$ cat config.mk
export PLATFORM = sky130hd
export DESIGN_NAME = fm_sb_freeze_seq_flat
export DESIGN_NICKNAME = d
export VERILOG_FILES = /design/src/rtl/fm_sb_pkg.sv /design/src/rtl/fm_sb_freeze_seq_if.sv /design/src/rtl/fm_sb_trig_detect.sv /design/src/rtl/fm_sb_freeze_seq.sv /design/src/flat_wrapper.sv
export SDC_FILE = /design/constraint.sdc
export NUM_CORES = 1
export LEC_CHECK = 0
export ABC_AREA = 1
export ABC_CLOCK_PERIOD_IN_PS = 1500
export BUFFER_PORTS_ARGS = -buffer_cell sky130_fd_sc_hd__clkbuf_2
export CORE_AREA = 8 8 106 117
export DETAILED_ROUTE_END_ITERATION = 6
export DIE_AREA = 0 0 114 125
export PLACE_DENSITY = 0.74
export SLEW_MARGIN = 30
export SYNTH_ARGS = -nofsm -noshare
export SYNTH_HDL_FRONTEND = slang
export SYNTH_SLANG_ARGS = --single-unit
$ cat constraint.sdc
create_clock -name axi_clk -period 1.5 [get_ports axi_clk]
set_input_delay 0.225 -clock axi_clk [delete_from_list [all_inputs] [get_ports axi_clk]]
set_output_delay 0.225 -clock axi_clk [all_outputs]
set_load 0.03 [all_outputs]
$ cat src/rtl/fm_sb_pkg.sv
// Shared types and constants for the fast-monitor spy-buffer control slice.
package fm_sb_pkg;

  localparam int total_sb = 8;

  localparam logic TRIG_SRC_SW  = 1'b0;
  localparam logic TRIG_SRC_EXT = 1'b1;

  typedef enum logic [1:0] {
    IDLE      = 2'd0,
    ARMED     = 2'd1,
    POST_TRIG = 2'd2,
    FROZEN    = 2'd3
  } seq_state_t;

endpackage

$ cat src/rtl/fm_sb_freeze_seq_if.sv
// Control/status bundle between the AXI register block and the freeze sequencer.
// Control inputs are single-cycle pulses or levels sampled on axi_clk; there is no
// valid/ready handshake, so every input is acted on in the cycle it is seen.
interface fm_sb_freeze_seq_if #(
  parameter int TOTAL_SB = 8,
  parameter int CNT_W    = 16,
  parameter int TS_W     = 32
);
  logic                arm;
  logic                release_i;
  logic                sw_trig;
  logic                ext_trig;
  logic                ext_trig_en;
  logic [CNT_W-1:0]    post_trig_len;
  logic [TOTAL_SB-1:0] freeze_mask;
  logic [TOTAL_SB-1:0] freeze;
  logic [1:0]          state_o;
  logic [TS_W-1:0]     trig_ts;
  logic                trig_src;
  logic [7:0]          trig_cnt;

  modport master (
    output arm, release_i, sw_trig, ext_trig, ext_trig_en, post_trig_len, freeze_mask,
    input  freeze, state_o, trig_ts, trig_src, trig_cnt
  );

  modport slave (
    input  arm, release_i, sw_trig, ext_trig, ext_trig_en, post_trig_len, freeze_mask,
    output freeze, state_o, trig_ts, trig_src, trig_cnt
  );
endinterface

$ cat src/rtl/fm_sb_trig_detect.sv
// Trigger qualification: ext_trig rising-edge detect, enable gate, software priority.
module fm_sb_trig_detect
  import fm_sb_pkg::*;
(
  input  logic axi_clk,
  input  logic axi_rst_n,
  input  logic sw_trig,
  input  logic ext_trig,
  input  logic ext_trig_en,
  output logic trig,
  output logic trig_src
);

  logic ext_prev_q;
  logic ext_rise;

  // Tracks ext_trig unconditionally so a level already high at enable/arm time
  // never looks like a fresh edge.
  always_ff @(posedge axi_clk or negedge axi_rst_n) begin
    if (!axi_rst_n) begin
      ext_prev_q <= 1'b0;
    end else begin
      ext_prev_q <= ext_trig;
    end
  end

  assign ext_rise = ext_trig_en & ext_trig & ~ext_prev_q;
  assign trig     = sw_trig | ext_rise;
  assign trig_src = sw_trig ? TRIG_SRC_SW : TRIG_SRC_EXT;

endmodule

$ cat src/rtl/fm_sb_freeze_seq.sv
// Armed trigger -> programmable delay -> masked per-buffer freeze, held until release.
module fm_sb_freeze_seq
  import fm_sb_pkg::*;
#(
  parameter int TOTAL_SB = total_sb,
  parameter int CNT_W    = 16,
  parameter int TS_W     = 32
) (
  input  logic               axi_clk,
  input  logic               axi_rst_n,
  fm_sb_freeze_seq_if.slave  bus
);

  seq_state_t          state_q;
  logic [CNT_W-1:0]    cnt_q;
  logic [TS_W-1:0]     ts_q;
  logic [TS_W-1:0]     trig_ts_q;
  logic                trig_src_q;
  logic [7:0]          trig_cnt_q;
  logic [TOTAL_SB-1:0] mask_q;
  logic [TOTAL_SB-1:0] freeze_q;

  logic trig;
  logic trig_src_now;

  fm_sb_trig_detect u_trig_detect (
    .axi_clk     (axi_clk),
    .axi_rst_n   (axi_rst_n),
    .sw_trig     (bus.sw_trig),
    .ext_trig    (bus.ext_trig),
    .ext_trig_en (bus.ext_trig_en),
    .trig        (trig),
    .trig_src    (trig_src_now)
  );

  always_ff @(posedge axi_clk or negedge axi_rst_n) begin
    if (!axi_rst_n) begin
      state_q    <= IDLE;
      cnt_q      <= '0;
      ts_q       <= '0;
      trig_ts_q  <= '0;
      trig_src_q <= 1'b0;
      trig_cnt_q <= '0;
      mask_q     <= '0;
      freeze_q   <= '0;
    end else begin
      ts_q <= ts_q + 1'b1;

      case (state_q)
        IDLE: begin
          // Release beats arm; a trigger coinciding with arm is dropped.
          if (bus.arm && !bus.release_i) begin
            state_q <= ARMED;
          end
        end
        ARMED: begin
          if (bus.release_i) begin
            state_q <= IDLE;
          end else if (trig) begin
            trig_ts_q  <= ts_q;
            trig_src_q <= trig_src_now;
            mask_q     <= bus.freeze_mask;
            if (trig_cnt_q != 8'hFF) begin
              trig_cnt_q <= trig_cnt_q + 1'b1;
            end
            if (bus.post_trig_len == '0) begin
              state_q <= FROZEN;
            end else begin
              cnt_q   <= bus.post_trig_len;
              state_q <= POST_TRIG;
            end
          end
        end
        POST_TRIG: begin
          if (bus.release_i) begin
            state_q <= IDLE;
          end else if (cnt_q == CNT_W'(1)) begin
            state_q <= FROZEN;
          end else begin
            cnt_q <= cnt_q - 1'b1;
          end
        end
        FROZEN: begin
          if (bus.release_i) begin
            state_q <= IDLE;
          end
        end
        default: state_q <= IDLE;
      endcase

      // One cycle behind entry to FROZEN: rise lands T+1+post_trig_len after the trigger.
      freeze_q <= (state_q == FROZEN && !bus.release_i) ? ~mask_q : '0;
    end
  end

  assign bus.freeze   = freeze_q;
  assign bus.state_o  = state_q;
  assign bus.trig_ts  = trig_ts_q;
  assign bus.trig_src = trig_src_q;
  assign bus.trig_cnt = trig_cnt_q;

endmodule

$ cat src/flat_wrapper.sv
// flat-port wrapper written by rule: the top's interface ports become plain ports
module fm_sb_freeze_seq_flat import fm_sb_pkg::*;
#(
  parameter int TOTAL_SB = total_sb,
  parameter int CNT_W    = 16,
  parameter int TS_W     = 32
)
  (axi_clk, axi_rst_n, bus_arm, bus_release_i, bus_sw_trig, bus_ext_trig, bus_ext_trig_en, bus_post_trig_len, bus_freeze_mask, bus_freeze, bus_state_o, bus_trig_ts, bus_trig_src, bus_trig_cnt);
  fm_sb_freeze_seq_if #(.TOTAL_SB(TOTAL_SB), .CNT_W(CNT_W), .TS_W(TS_W)) bus_i ();
  input  logic axi_clk;
  input  logic axi_rst_n;
  input wire logic [$bits(bus_i.arm)-1:0] bus_arm;
  input wire logic [$bits(bus_i.release_i)-1:0] bus_release_i;
  input wire logic [$bits(bus_i.sw_trig)-1:0] bus_sw_trig;
  input wire logic [$bits(bus_i.ext_trig)-1:0] bus_ext_trig;
  input wire logic [$bits(bus_i.ext_trig_en)-1:0] bus_ext_trig_en;
  input wire logic [$bits(bus_i.post_trig_len)-1:0] bus_post_trig_len;
  input wire logic [$bits(bus_i.freeze_mask)-1:0] bus_freeze_mask;
  output wire logic [$bits(bus_i.freeze)-1:0] bus_freeze;
  output wire logic [$bits(bus_i.state_o)-1:0] bus_state_o;
  output wire logic [$bits(bus_i.trig_ts)-1:0] bus_trig_ts;
  output wire logic [$bits(bus_i.trig_src)-1:0] bus_trig_src;
  output wire logic [$bits(bus_i.trig_cnt)-1:0] bus_trig_cnt;
  assign bus_i.arm = bus_arm;
  assign bus_i.release_i = bus_release_i;
  assign bus_i.sw_trig = bus_sw_trig;
  assign bus_i.ext_trig = bus_ext_trig;
  assign bus_i.ext_trig_en = bus_ext_trig_en;
  assign bus_i.post_trig_len = bus_post_trig_len;
  assign bus_i.freeze_mask = bus_freeze_mask;
  assign bus_freeze = bus_i.freeze;
  assign bus_state_o = bus_i.state_o;
  assign bus_trig_ts = bus_i.trig_ts;
  assign bus_trig_src = bus_i.trig_src;
  assign bus_trig_cnt = bus_i.trig_cnt;
  fm_sb_freeze_seq #(.TOTAL_SB(TOTAL_SB), .CNT_W(CNT_W), .TS_W(TS_W)) u_core (.axi_clk(axi_clk), .axi_rst_n(axi_rst_n), .bus(bus_i));
endmodule
==> flow_summary.toml <==
[die]
fp.dieArea_mm2 = 0.0143
num_io_pins = 82
floorplan.die.height_um = 125
rows = 40
floorplan.initialDensity = 0.488
design.core.area_mm2 = 0.0106
fp.dieW_um = 114

[placement]
detailedPlacementHpwl_um = 9910
input_output_buffers = 81
place.gp.congestion = 0.905
placedInstanceArea_mm2 = 0.00610
place_inst = 920

[layout]
fill_cells = 919
nets = 830
antenna-diode-count = 0
final_design_area_no_fill_mm2 = 0.00678
area_delta_synth_final_pct = 31.0
layout_cells_sized_above_1 = 0.267
final_cell_count_no_fill = 946

[critical_path]
path_class = "reg2reg"
critical_path.max_stage_delay_ps = 450
critical_path.endpoint_type = "register"
critical_path.cell_chain = "nor2_2 > nand2_1 > nor2_4 > nand3_2 > nand3_4 > clkbuf_16 > nand2_2 > o21ai_1"
wp_buf_inv = 1
crit_path_start_kind = "register"
timing.critical_path.slowest_stage_cell = "dfrtp_1"
r2r.worst_path.cells = 8
cp.required_ps = 1770
timing.critical_path.depth = 8
critical_path.top_delay_family = "simple AND/OR/NAND/NOR gates"
critPathMaxFanout = 5
reg2reg_slack_ps = -9
crit_arrival_ps = 1780

[timing]
period_share = 1.01
timing_worst_slew_pin_value_ps = 370
finalSetupViolCount = 1
timing_max_transition_violations_final = 0
slew-limit-headroom = 0.754
worst_clock_skew_ps = 8.36
timing_hold_violations_final = 0
final.min_clock_period_ps = 1510
max_freq_mhz = 663
rsz_0062_raised_after_global_routing = "true"
postLayoutSetupSlackWorst_ps = -9.43

[drt]
drtAntennaViolNets = 0
detail_route.vias_per_cell = 5.03
routedWlPerCell_um = 14.3
dr_wl_met2_um = 7020
routed_length_on_met1_um = 5490
drtIter0Drc = 248
met3_length_um = 597
drc = 0
postRouteWirelength_um = 13600
detail_route.first_pass.iterations = 5
routed.top_layer = "met4"
dr_total_vias = 4754

[clocking]
clock_tree.htree_level_count = 3
numClockSinks = 108
ctsLongestPathBuffers = 2
cts-buffers-inserted = 9
clkTransAtPathRegs_ps = 70
clock_latency_ps = 340
tritoncts = "done"
clock_tree.root_cell = "clkbuf_16"

[logic_synthesis]
syn_area_per_cell_um2 = 7.78
postSynthRegisterBits = 108
synth_simple_gate_area_share = 0.309
post_synth_instance_area_mm2 = 0.00517
synthFlopType = "dfrtp_1"
syn_inst = 665
net_count_after_synthesis = 700
synth-adder-area-share = 0.00967
yosysSeqAreaShare = 0.522
synth_top_family_by_area = "simple AND/OR/NAND/NOR gates"
synth-xor-area-share = 0.0542
synth-edff-count = 0
yosys_warnings = 0
post_synthesis_compound_gate_area_fraction = 0.0445
synth.area.mux_share = 0
synthDistinctLibCells = 26
share_of_flip_flops_with_an_asynchronous_set_or_reset = 1.00

[flow_run]
max-cap-violations = 0

[global_route]
grt_start_max_net_pins = 68
grt_pass1_wl_um = 22000
grt.total_usage = 0.192
grt_antenna_before_repair = 0
grt_pass1_vias = 4686
globalRoute.totalOverflow = 0

[pwr]
static-leakage-power_nw = 3.45
power_density_mw_per_mm2 = 1530
max-vdd-ir-drop_uv = 804

[run_status]
run_status = "finished, violations left"
failed_checks = "negative setup slack"

[worst_hold_path]
min-delay-path-class = "in2reg"
worstHoldPathCells = 3
cells in the final DEF, fill, tap and decap left out, drive strengths merged, types with 2 or more instances in the layout:
| master | instances |
|---|---|
| ha | 4 |
| dlygate4sd3 | 2 |
| inv | 64 |
| nand3 | 36 |
| nor3 | 20 |
| dfrtp | 108 |
| xor2 | 30 |
| o21ai | 39 |
| xnor2 | 2 |
| nor2 | 81 |
| nand4 | 3 |
| clkbuf | 94 |
| a21oi | 5 |
| nand2 | 258 |
| bufinv | 2 |
| buf | 48 |
final cells by class:
type / count / area, um^2 / share of cell area
timing repair buffer: 132 / 897 / 0.132
tap: 147 / 184 / 0.0271
clock buffer: 12 / 236 / 0.0349
clock inverter: 3 / 65.1 / 0.00960
sequential: 108 / 2710 / 0.400
inverter: 64 / 250 / 0.0369
multi-input combinational: 480 / 2430 / 0.359
Yosys cell counts, types with 2 or more instances:
cell type | count | area [um^2]
o21ai_0 | 28 | 140
inv_2 | 4 | 15.0
buf_4 | 2 | 15.0
o21ai_1 | 10 | 50.1
xnor2_1 | 2 | 17.5
nand4_1 | 3 | 18.8
ha_1 | 4 | 50.1
nand2_1 | 257 | 965
nor2_1 | 78 | 293
inv_1 | 59 | 221
dfrtp_1 | 108 | 2700
nand3_1 | 35 | 175
a21oi_1 | 5 | 25.0
nor2_2 | 2 | 12.5
buf_2 | 7 | 35.0
clkbuf_1 | 3 | 11.3
xor2_1 | 30 | 263
nor3_1 | 20 | 100
layer usage:
metal,track usage,up-vias
met3,0.0376,39
met2,0.335,140
met5,0,-
met1,0.221,2251
met4,0.0878,0
li1,-,2324
worst min-delay path, cell delays in order:
cell and delay, ps:
clkbuf_2 80, nand2_1 40, nand2_1 40
worst paths after layout:
check / end / startpoint
min: u_core.mask_q[7] / bus_freeze_mask[7]
max: u_core.cnt_q[4] / u_core.cnt_q[4]
max reg2reg: u_core.cnt_q[4] / u_core.cnt_q[4]
max in group asynchronous: u_core.ts_q[5] / axi_rst_n
min in group asynchronous: u_core.cnt_q[7] / axi_rst_n
min reg2reg: u_core.bus.freeze[2] / u_core.mask_q[2]
cells by family after synthesis:
family	after synthesis
AND/OR/NAND/NOR	399
buffers and inverters	77
flip-flops	108
XOR/XNOR	32
adder cells (fa/ha/maj)	4
AO/OA/AOI/OAI	45
report_power, final:
group,total (mW),internal (mW),switching [mW]
Sequential,3.90,3.44,0.451
Combinational,4.04,1.50,2.54
Clock,2.44,1.45,0.988
Total,10.4,6.40,3.98
through the flow:
stage / setup slack, ps / TNS (ps) / hold slack, ps / util / power [mW]
after floorplan: -18.0 / -32.2 / -70.6 / - / 6.09
after global placement: -10.5 / -17.8 / 161 / 0.575 / 7.19
after detailed placement: -69.5 / -239 / 164 / 0.575 / 7.29
after CTS: -18.3 / -26.3 / 67.6 / 0.608 / 9.83
after global routing: -92.4 / -1530 / 83.1 / 0.639 / 11.0
final: -9.43 / -9.43 / 76.9 / 0.639 / 10.4
what timing repair did:
item | in CTS | in global routing
endpoints found under the hold margin | 22 | 0
buffers inserted | 0 | 7
pin swaps | 2 | 14
gates resized for setup | 10 | 64
gates cloned | 0 | 2
hold buffers | 2 | 0
endpoints found under the setup margin | 9 | 57
registers in the layout, summed over array words and instances, names as in the netlist:
name / count
u_core.bus.trig_ts: 32
u_core.ts_q: 32
u_core.cnt_q: 16
u_core.bus.freeze: 8
u_core.bus.trig_cnt: 8
u_core.mask_q: 8
u_core.bus.state_o: 2
u_core.bus.trig_src: 1
u_core.u_trig_detect.ext_prev_q: 1
No activity file was read; power rests on OpenSTA's default activity.
